File: config.mk
export PLATFORM = sky130hd
export DESIGN_NAME = verlet_step_scheduler
export DESIGN_NICKNAME = d
export VERILOG_FILES = /design/src/rtl/verlet_step_scheduler.sv
export SDC_FILE = /design/constraint.sdc
export NUM_CORES = 1
export LEC_CHECK = 0
export CAP_MARGIN = 10
export CORE_MARGIN = 3
export CORE_UTILIZATION = 47
export DETAILED_ROUTE_END_ITERATION = 8
export HOLD_SLACK_MARGIN = 0.1
export PLACE_DENSITY = 0.8
export SYNTH_ARGS = -nofsm -noshare
export SYNTH_HDL_FRONTEND = slang
export SYNTH_SLANG_ARGS = --single-unit
File: constraint.sdc
create_clock -name clk -period 1.8 [get_ports clk]
set_clock_uncertainty 0.15 [all_clocks]
set_input_delay 0.27 -clock clk [delete_from_list [all_inputs] [get_ports clk]]
set_output_delay 0.27 -clock clk [all_outputs]
set_load 0.02 [all_outputs]
File: src/rtl/verlet_step_scheduler.sv
// verlet_step_scheduler: sequences one simulation step for a core's chain of
// Verlet nodes: one-hot integration sweep, halo exchange handshake, then
// ITERS red-black constraint-relaxation passes. Counts completed steps and
// flags halo timeouts.
//
// Ports:
//   clk            rising-edge clock
//   reset          synchronous, active-low reset
//   start          begin one step (honoured only in IDLE)
//   halo_ack       neighbour boundary positions valid (sampled only in HALO)
//   node_en        one-hot integrate enable, node k
//   constrain_mask nodes allowed to latch constrained positions this cycle
//   halo_req       boundary exchange request
//   iter_idx       current relaxation iteration
//   busy           high in every state except IDLE
//   step_done      one-cycle pulse when a step completes
//   step_count     completed steps, wraps at 16 bits
//   halo_err       sticky halo-timeout flag for the current/last step
module verlet_step_scheduler #(
    parameter int unsigned NODES        = 5,
    parameter int unsigned ITERS        = 4,
    parameter int unsigned HALO_TIMEOUT = 64
) (
    input  logic                           clk,
    input  logic                           reset,
    input  logic                           start,
    input  logic                           halo_ack,
    output logic [NODES-1:0]               node_en,
    output logic [NODES-1:0]               constrain_mask,
    output logic                           halo_req,
    output logic [$clog2(ITERS+1)-1:0]     iter_idx,
    output logic                           busy,
    output logic                           step_done,
    output logic [15:0]                    step_count,
    output logic                           halo_err
);

    localparam int unsigned IW = $clog2(ITERS + 1);
    localparam int unsigned PW = $clog2(NODES);
    localparam int unsigned WW = $clog2(HALO_TIMEOUT + 1);

    // Even-phase mask: bits 0,2,4,...
    function automatic logic [NODES-1:0] even_bits();
        logic [NODES-1:0] m;
        m = '0;
        for (int i = 0; i < int'(NODES); i += 2) begin
            m[i] = 1'b1;
        end
        return m;
    endfunction

    localparam logic [NODES-1:0] EVEN_MASK = even_bits();
    localparam logic [NODES-1:0] ODD_MASK  = ~EVEN_MASK;

    typedef enum logic [2:0] {
        IDLE      = 3'd0,
        INTEGRATE = 3'd1,
        HALO      = 3'd2,
        CONSTRAIN = 3'd3,
        DONE      = 3'd4
    } state_t;

    state_t          r_state;
    logic [PW-1:0]   r_ptr;
    logic [WW-1:0]   r_wait;
    logic            r_odd;

    state_t          w_state_nxt;
    logic [PW-1:0]   w_ptr_nxt;
    logic [WW-1:0]   w_wait_nxt;
    logic            w_odd_nxt;
    logic [IW-1:0]   w_iter_nxt;
    logic            w_err_nxt;
    logic [15:0]     w_cnt_nxt;
    logic [NODES-1:0] w_node_en_nxt;
    logic [NODES-1:0] w_mask_nxt;

    // Next-state, counters, and next output values; outputs are registered
    // from these so each output reflects the state it is observed in.
    always_comb begin
        w_state_nxt   = r_state;
        w_ptr_nxt     = r_ptr;
        w_wait_nxt    = r_wait;
        w_odd_nxt     = r_odd;
        w_iter_nxt    = iter_idx;
        w_err_nxt     = halo_err;
        w_cnt_nxt     = step_count;
        w_node_en_nxt = '0;
        w_mask_nxt    = '0;

        case (r_state)
            IDLE: begin
                w_iter_nxt = '0;
                if (start) begin
                    w_state_nxt = INTEGRATE;
                    w_ptr_nxt   = '0;
                    w_err_nxt   = 1'b0;
                end
            end
            INTEGRATE: begin
                if (r_ptr == PW'(NODES - 1)) begin
                    w_state_nxt = HALO;
                    w_wait_nxt  = '0;
                end else begin
                    w_ptr_nxt = r_ptr + PW'(1);
                end
            end
            HALO: begin
                if (halo_ack) begin
                    w_state_nxt = CONSTRAIN;
                    w_odd_nxt   = 1'b0;
                    w_iter_nxt  = '0;
                end else if (r_wait == WW'(HALO_TIMEOUT - 1)) begin
                    // Timeout: proceed with stale halo values and flag it.
                    w_state_nxt = CONSTRAIN;
                    w_odd_nxt   = 1'b0;
                    w_iter_nxt  = '0;
                    w_err_nxt   = 1'b1;
                end else begin
                    w_wait_nxt = r_wait + WW'(1);
                end
            end
            CONSTRAIN: begin
                if (r_odd) begin
                    w_odd_nxt  = 1'b0;
                    w_iter_nxt = iter_idx + IW'(1);
                    if (iter_idx == IW'(ITERS - 1)) begin
                        w_state_nxt = DONE;
                        w_cnt_nxt   = step_count + 16'd1;
                    end
                end else begin
                    w_odd_nxt = 1'b1;
                end
            end
            DONE: begin
                w_state_nxt = IDLE;
            end
            default: begin
                w_state_nxt = IDLE;
            end
        endcase

        if (w_state_nxt == INTEGRATE) begin
            w_node_en_nxt = NODES'(1) << w_ptr_nxt;
        end
        if (w_state_nxt == CONSTRAIN) begin
            w_mask_nxt = w_odd_nxt ? ODD_MASK : EVEN_MASK;
        end
    end

    // State and registered outputs.
    always_ff @(posedge clk) begin
        if (!reset) begin
            r_state        <= IDLE;
            r_ptr          <= '0;
            r_wait         <= '0;
            r_odd          <= 1'b0;
            node_en        <= '0;
            constrain_mask <= '0;
            halo_req       <= 1'b0;
            iter_idx       <= '0;
            busy           <= 1'b0;
            step_done      <= 1'b0;
            step_count     <= '0;
            halo_err       <= 1'b0;
        end else begin
            r_state        <= w_state_nxt;
            r_ptr          <= w_ptr_nxt;
            r_wait         <= w_wait_nxt;
            r_odd          <= w_odd_nxt;
            node_en        <= w_node_en_nxt;
            constrain_mask <= w_mask_nxt;
            halo_req       <= (w_state_nxt == HALO);
            iter_idx       <= w_iter_nxt;
            busy           <= (w_state_nxt != IDLE);
            step_done      <= (w_state_nxt == DONE);
            step_count     <= w_cnt_nxt;
            halo_err       <= w_err_nxt;
        end
    end

endmodule
Word-level counts from Yosys, hierarchy flattened
Cells that the tools add are included.

Word-level logic and storage cells: 72. Flip-flop bits (word level): 47. Output and inout port bits: 33.

Multiplexer cells: 27. Eq/ne operators: 17. Shifts and indexed selects: 1. Add/sub/neg operators: 4. Reduce and logical (&&, ||, !) cells: 11.

Operator list (count): $mux 3 (11); $mux 7 (3); $add 16x1->16 const B (1); $eq 3x2->1 const B (5); $pmux 7 s2 (1); $ne 2x2->1 const B (6); $pmux 3 s4 (1); $pmux 3 s3 (1); $reduce_and 4->1 (2); $add 7x1->7 const B (1); $eq 7x6->1 const B (1); $add 3x1->3 const B (2); $eq 3x1->1 const B (2); $eq 3x3->1 const B (2); $mux 1 (6); $pmux 3 s2 (1); $reduce_and 3->1 (2); $reduce_bool 3->1 (2); $mux 5 (1); $shl 1x3->5 const A (1); $pmux 1 s2 (2); $reduce_and 2->1 (2); $reduce_bool 2->1 (2); $logic_not 3->1 (1); $ne 3x3->1 const B (1).

Depth between registers and ports, before layout
Word-level depth: 6. Depth in mapped cells: 7. Mapped depth without buffers: 6.

Least setup slack after synthesis
OpenSTA, ideal clock, no wires.

Kind: flip-flop to flip-flop. From: register iter_idx[0]. To: register constrain_mask[3]. Setup time: 0.080 ns. Arrival: 1.772 ns. Required time: 1.570 ns. Stages on the path, launching flop included: 7. Path slack: -0.203 ns. Path through: dfxtp_1 > ha_1 > ha_1 > and3_1 > mux2_2 > or3_1 > nor3b_1.

Longest elaborated chain between the ends: 6.

Ends and longest elaborated chain: start: declaration (line 31) `output logic [$clog2(ITERS+1)-1:0] iter_idx,`; start signal: assignment (line 174) `iter_idx <= w_iter_nxt;`; $eq 3x2->1 (line 127) `if (iter_idx == IW'(ITERS - 1)) begin`; $mux 3 (line 127); $mux 3 (line 124) `if (r_odd) begin`; $pmux 3 s4 (line 91) `case (r_state)`; $eq 3x2->1 (line 146) `if (w_state_nxt == CONSTRAIN) begin`; $reduce_and 2->1 (no line); end signal: assignment (line 172) `constrain_mask <= w_mask_nxt;`; end: declaration (line 29) `output logic [NODES-1:0] constrain_mask,`.

No other way between the ends. A chain may end at the register's enable or synchronous reset.

Worst setup path after layout
From: register r_ptr[0]. To: register node_en[4].

Longest elaborated chain between the ends: 5. Elaborated cells on any way between the ends: 10.

Ends and longest elaborated chain: start: declaration (line 64) `logic [PW-1:0] r_ptr;`; start signal: assignment (line 168) `r_ptr <= w_ptr_nxt;`; $eq 3x3->1 (line 101) `if (r_ptr == PW'(NODES - 1)) begin`; $mux 3 (line 101); $pmux 3 s4 (line 91); $eq 3x1->1 (line 143) `if (w_state_nxt == INTEGRATE) begin`; $reduce_and 2->1 (no line); end signal: assignment (line 171) `node_en <= w_node_en_nxt;`; end: declaration (line 28) `output logic [NODES-1:0] node_en,`.

Parallel ways exist; a longest one is shown, timed or not.

==> key figures <==
Status
  • Status: finished with violations
  • Violated checks: setup timing

Critical path
  • Cell count of the worst reg-to-reg path: 6
  • R2R Path Start: r_ptr[0]
  • Arr. time, crit path: ~1900 ps
  • Reg2Reg Setup Slack: -60 ps
  • R2r endpoint: node_en[4]
  • Critical path startpoint category: register
  • CP Max Fanout: 5
  • Critical Path End Type: register
  • CP Cell Sequence: inv_2 > ha_4 > and3b_1 > and3_4 > or4b_4 > nor4_2
  • Required time of the worst setup path: 1870 ps
  • Critical path class: register to register
  • CP max stage cell: or4b_4
  • Worst path max stage delay: 520 ps

Cells and area
  • Area Overhead vs Synth: 49.3%
  • Area of the multi-input gates: between 1000 and 1500 um^2
  • Antenna fix cells: 0
  • Layout cell share with drive strength beyond 1: about 33%
  • Layout Nets: 330
  • Fillers: 276
  • Reg area: approximately 900 um^2

Floorplanning
  • Starting density of the core: a little over 50%
  • Die Wd: about 74 um
  • Row Count: 23
  • Die H: about 74 um
  • Core box area: approximately 4200 um^2
  • Die area: 5420 um^2
  • IO Count: 37

STA
  • Setup WS post-layout: -62.3 ps
  • Fin crit period: 1860 ps
  • Fmax: 537 MHz
  • Max-Slew Margin vs Limit: a little under three quarters
  • Max Slew Vio Count: 0
  • Final period util: 103%
  • Least-Margin Pin Slew: roughly 420 ps
  • Setup-failing EPs final: 6
  • RSZ-0062 raised after global routing: true
  • Setup_tns: -229 ps
  • Fin. Hold Viols: 0

Logic synthesis
  • Post-synth EDFFs: 0
  • Async SR Flop Fraction: 0%
  • Syn Area/Cell: roughly 9 um^2
  • Mapped Area: 2150 um^2
  • Syn_nets: 250
  • Sequential area share after synthesis: between 40% and 50%
  • Flops & latches, synth: 44
  • YS warnings: 0
  • Yosys cell types: between 50 and 60
  • Top FF cell, synth: dfxtp_1
  • Post-Synthesis Cells: 240

Power and ir drop
  • Clock power frac: 36.3%
  • P_int: around 1.4 mW
  • Sw Ratio: between 20% and 30%
  • Sequential Power Share: 54.7%
  • Pwr Density: roughly 560 nW/um^2
  • NetSw: 0.440 mW
  • Comb power frac: 9.1%
  • VDD IR max: roughly 0.44 mV
  • Leak: 1.35 nW

Drt
  • Remaining DRCs: 0
  • Initial drt markers: ~120
  • DR vias/cell: roughly 5.7
  • Drt wl/cell: between 15 and 20 um
  • Pre-antenna DRT Iters: 4
  • Via count: approximately 2100
  • Wirelength, routed: 5870 um
  • Antenna Violating Nets Remaining: 0

Place
  • Detailed placement HPWL: ~3900 um
  • Buffers on Ports: 36
  • Place WS: -312 ps
  • RePlAce Congestion: a little under 0.9

Min path
  • Hold Crit Start: r_wait[6]
  • Worst hold path type: register to register
  • Worst hold endpoint: r_wait[6]
  • WHS Path Cells: 2

Global routing
  • Initial antenna violation count: 0
  • Largest net degree at the start of global routing: 14
  • Global route overflow: 0
  • Total track usage: between 20% and 30%
  • Vias in the first global route: slightly above 2000
  • First-pass GRT wire length: about 9000 um

CTS
  • Clock latency on the worst-skew pair: around 300 ps
  • Bufs on Longest Clock Path: 2
  • Reg clk slew, reported paths: roughly 80 ps
  • H-tree depth: 2
  • CTS tree: built
  • CTS Sinks: between 40 and 50
  • Clock Root Buffer: clkbuf_8
  • CTS Buf Count: 5

Run
  • Max Cap Violations: 0
[cell families after synthesis]
logic type	Yosys count	synth area share (%)
and+or+nand+nor	104	28.0
AOI/OAI and AO/OA	48	15.5
DFF	44	41.0
buffers and inverters	24	5.76
muxes	8	3.78
xor gates and xnor gates	6	2.44
adders and majority gates	6	3.49
[state kept, by name (all words and copies together), names as in the netlist, 2 cells and up]
| signal | cells |
|---|---|
| node_en | 5 |
| step_count | 16 |
| r_ptr | 3 |
| constrain_mask | 2 |
| r_state | 3 |
| iter_idx | 3 |
| r_wait | 7 |
[worst max-delay path by stage]
stage / to / depth (start not counted) / startpoint
6_report: node_en[4] / 6 / r_ptr[0]
5_1_grt: node_en[4] / 6 / r_ptr[1]
4_1_cts: constrain_mask[3] / 6 / iter_idx[0]
3_5_place_dp: node_en[0] / 5 / start
3_3_place_gp: node_en[3] / 5 / start
2_1_floorplan: constrain_mask[3] / 6 / iter_idx[1]
[critical path: cells and delay by family, from the launching register on]
kind / cells / cell delay, ps
fa+ha+maj: 1 / 160
simple gates: 4 / 1050
buf+inv: 1 / 80
flops: 1 / 330
[layout make-up]
| cell class | count | share of cell area, % |
|---|---|---|
| Clock buffer | 7 | 2.69 |
| Clock inverter | 1 | 0.195 |
| Inverter | 9 | 1.05 |
| Multi-Input combinational cell | 172 | 41.5 |
| Sequential cell | 44 | 28.0 |
| Tap cell | 50 | 1.95 |
| Timing Repair Buffer | 88 | 24.6 |
[cell usage after synthesis (all sizes together), types with 2 or more instances]
cell type	n	area [um^2]
a2111o	5	56.3
a21oi	12	60.1
a31oi	4	25.0
a32oi	2	25.0
and2	3	18.8
and3	7	43.8
buf	9	67.6
clkbuf	6	22.5
dfxtp	44	881
ha	6	75.1
inv	9	33.8
mux2i	7	70.1
nand2	17	63.8
nand2b	8	50.1
nand3	18	108
nand4	5	31.3
nand4b	2	17.5
nor2	18	70.1
nor3	3	15.0
nor4	6	50.0
nor4b	3	26.3
o2111ai	3	26.3
o21a	3	22.5
o21ai	12	60.1
o31ai	2	15.0
or3	4	30.0
or4	2	15.0
xnor2	5	43.8
[layer usage]
layer  vias up  wire, um  track usage, %
met2        52      2990            34.1
met3         8       240            4.65
met1      1014      2570            26.4
li1       1035         -               -
met4         0        70            10.3
met5         -         0               0
[through the flow]
step | utilization, % | power (mW) | hold WS [ps] | std cells | instance area [um^2]
6_report | 76.4 | 1.81 | 290 | 371 | 3210
5_1_grt | 76.4 | 1.85 | 318 | 371 | 3210
4_1_cts | 72.7 | 1.79 | 280 | 367 | 3050
3_5_place_dp | 68.5 | 1.15 | 270 | 355 | 2880
3_3_place_gp | 68.5 | 1.15 | 263 | 355 | 2880
2_1_floorplan | - | 1.09 | 254 | 240 | 2220
[power groups by stage]
stage               sequential, mW  clock (mW)  combinational (mW)
global placement              1.01           0               0.138
finish                       0.988       0.655               0.164
detailed placement            1.01           0               0.142
floorplan                     1.01           0              0.0730
global route                 0.989       0.689               0.176
CTS                          0.988       0.659               0.148
[what timing repair did]
item	CTS	global route
resized for setup	27	32
gates cloned	0	0
hold buffers	0	0
pin swaps	7	12
buffers inserted	4	4
setup endpoints to repair	24	28
[placed cells by master (no fill, tap or decap), types with 6 or more instances in the layout]
cell | netlist | layout
a21oi_1 | 12 | 8
buf_4 | 4 | 47
clkbuf_8 | 0 | 6
clkdlybuf4s50_1 | 0 | 26
dfxtp_1 | 44 | 35
dfxtp_2 | 0 | 6
dlymetal6s2s_1 | 0 | 6
inv_1 | 9 | 7
mux2i_1 | 7 | 7
nand2_1 | 17 | 17
nand2b_1 | 8 | 8
nand3_1 | 16 | 15
nor2_1 | 17 | 15
o21ai_0 | 11 | 7
Power figures use the tool's default switching activity.
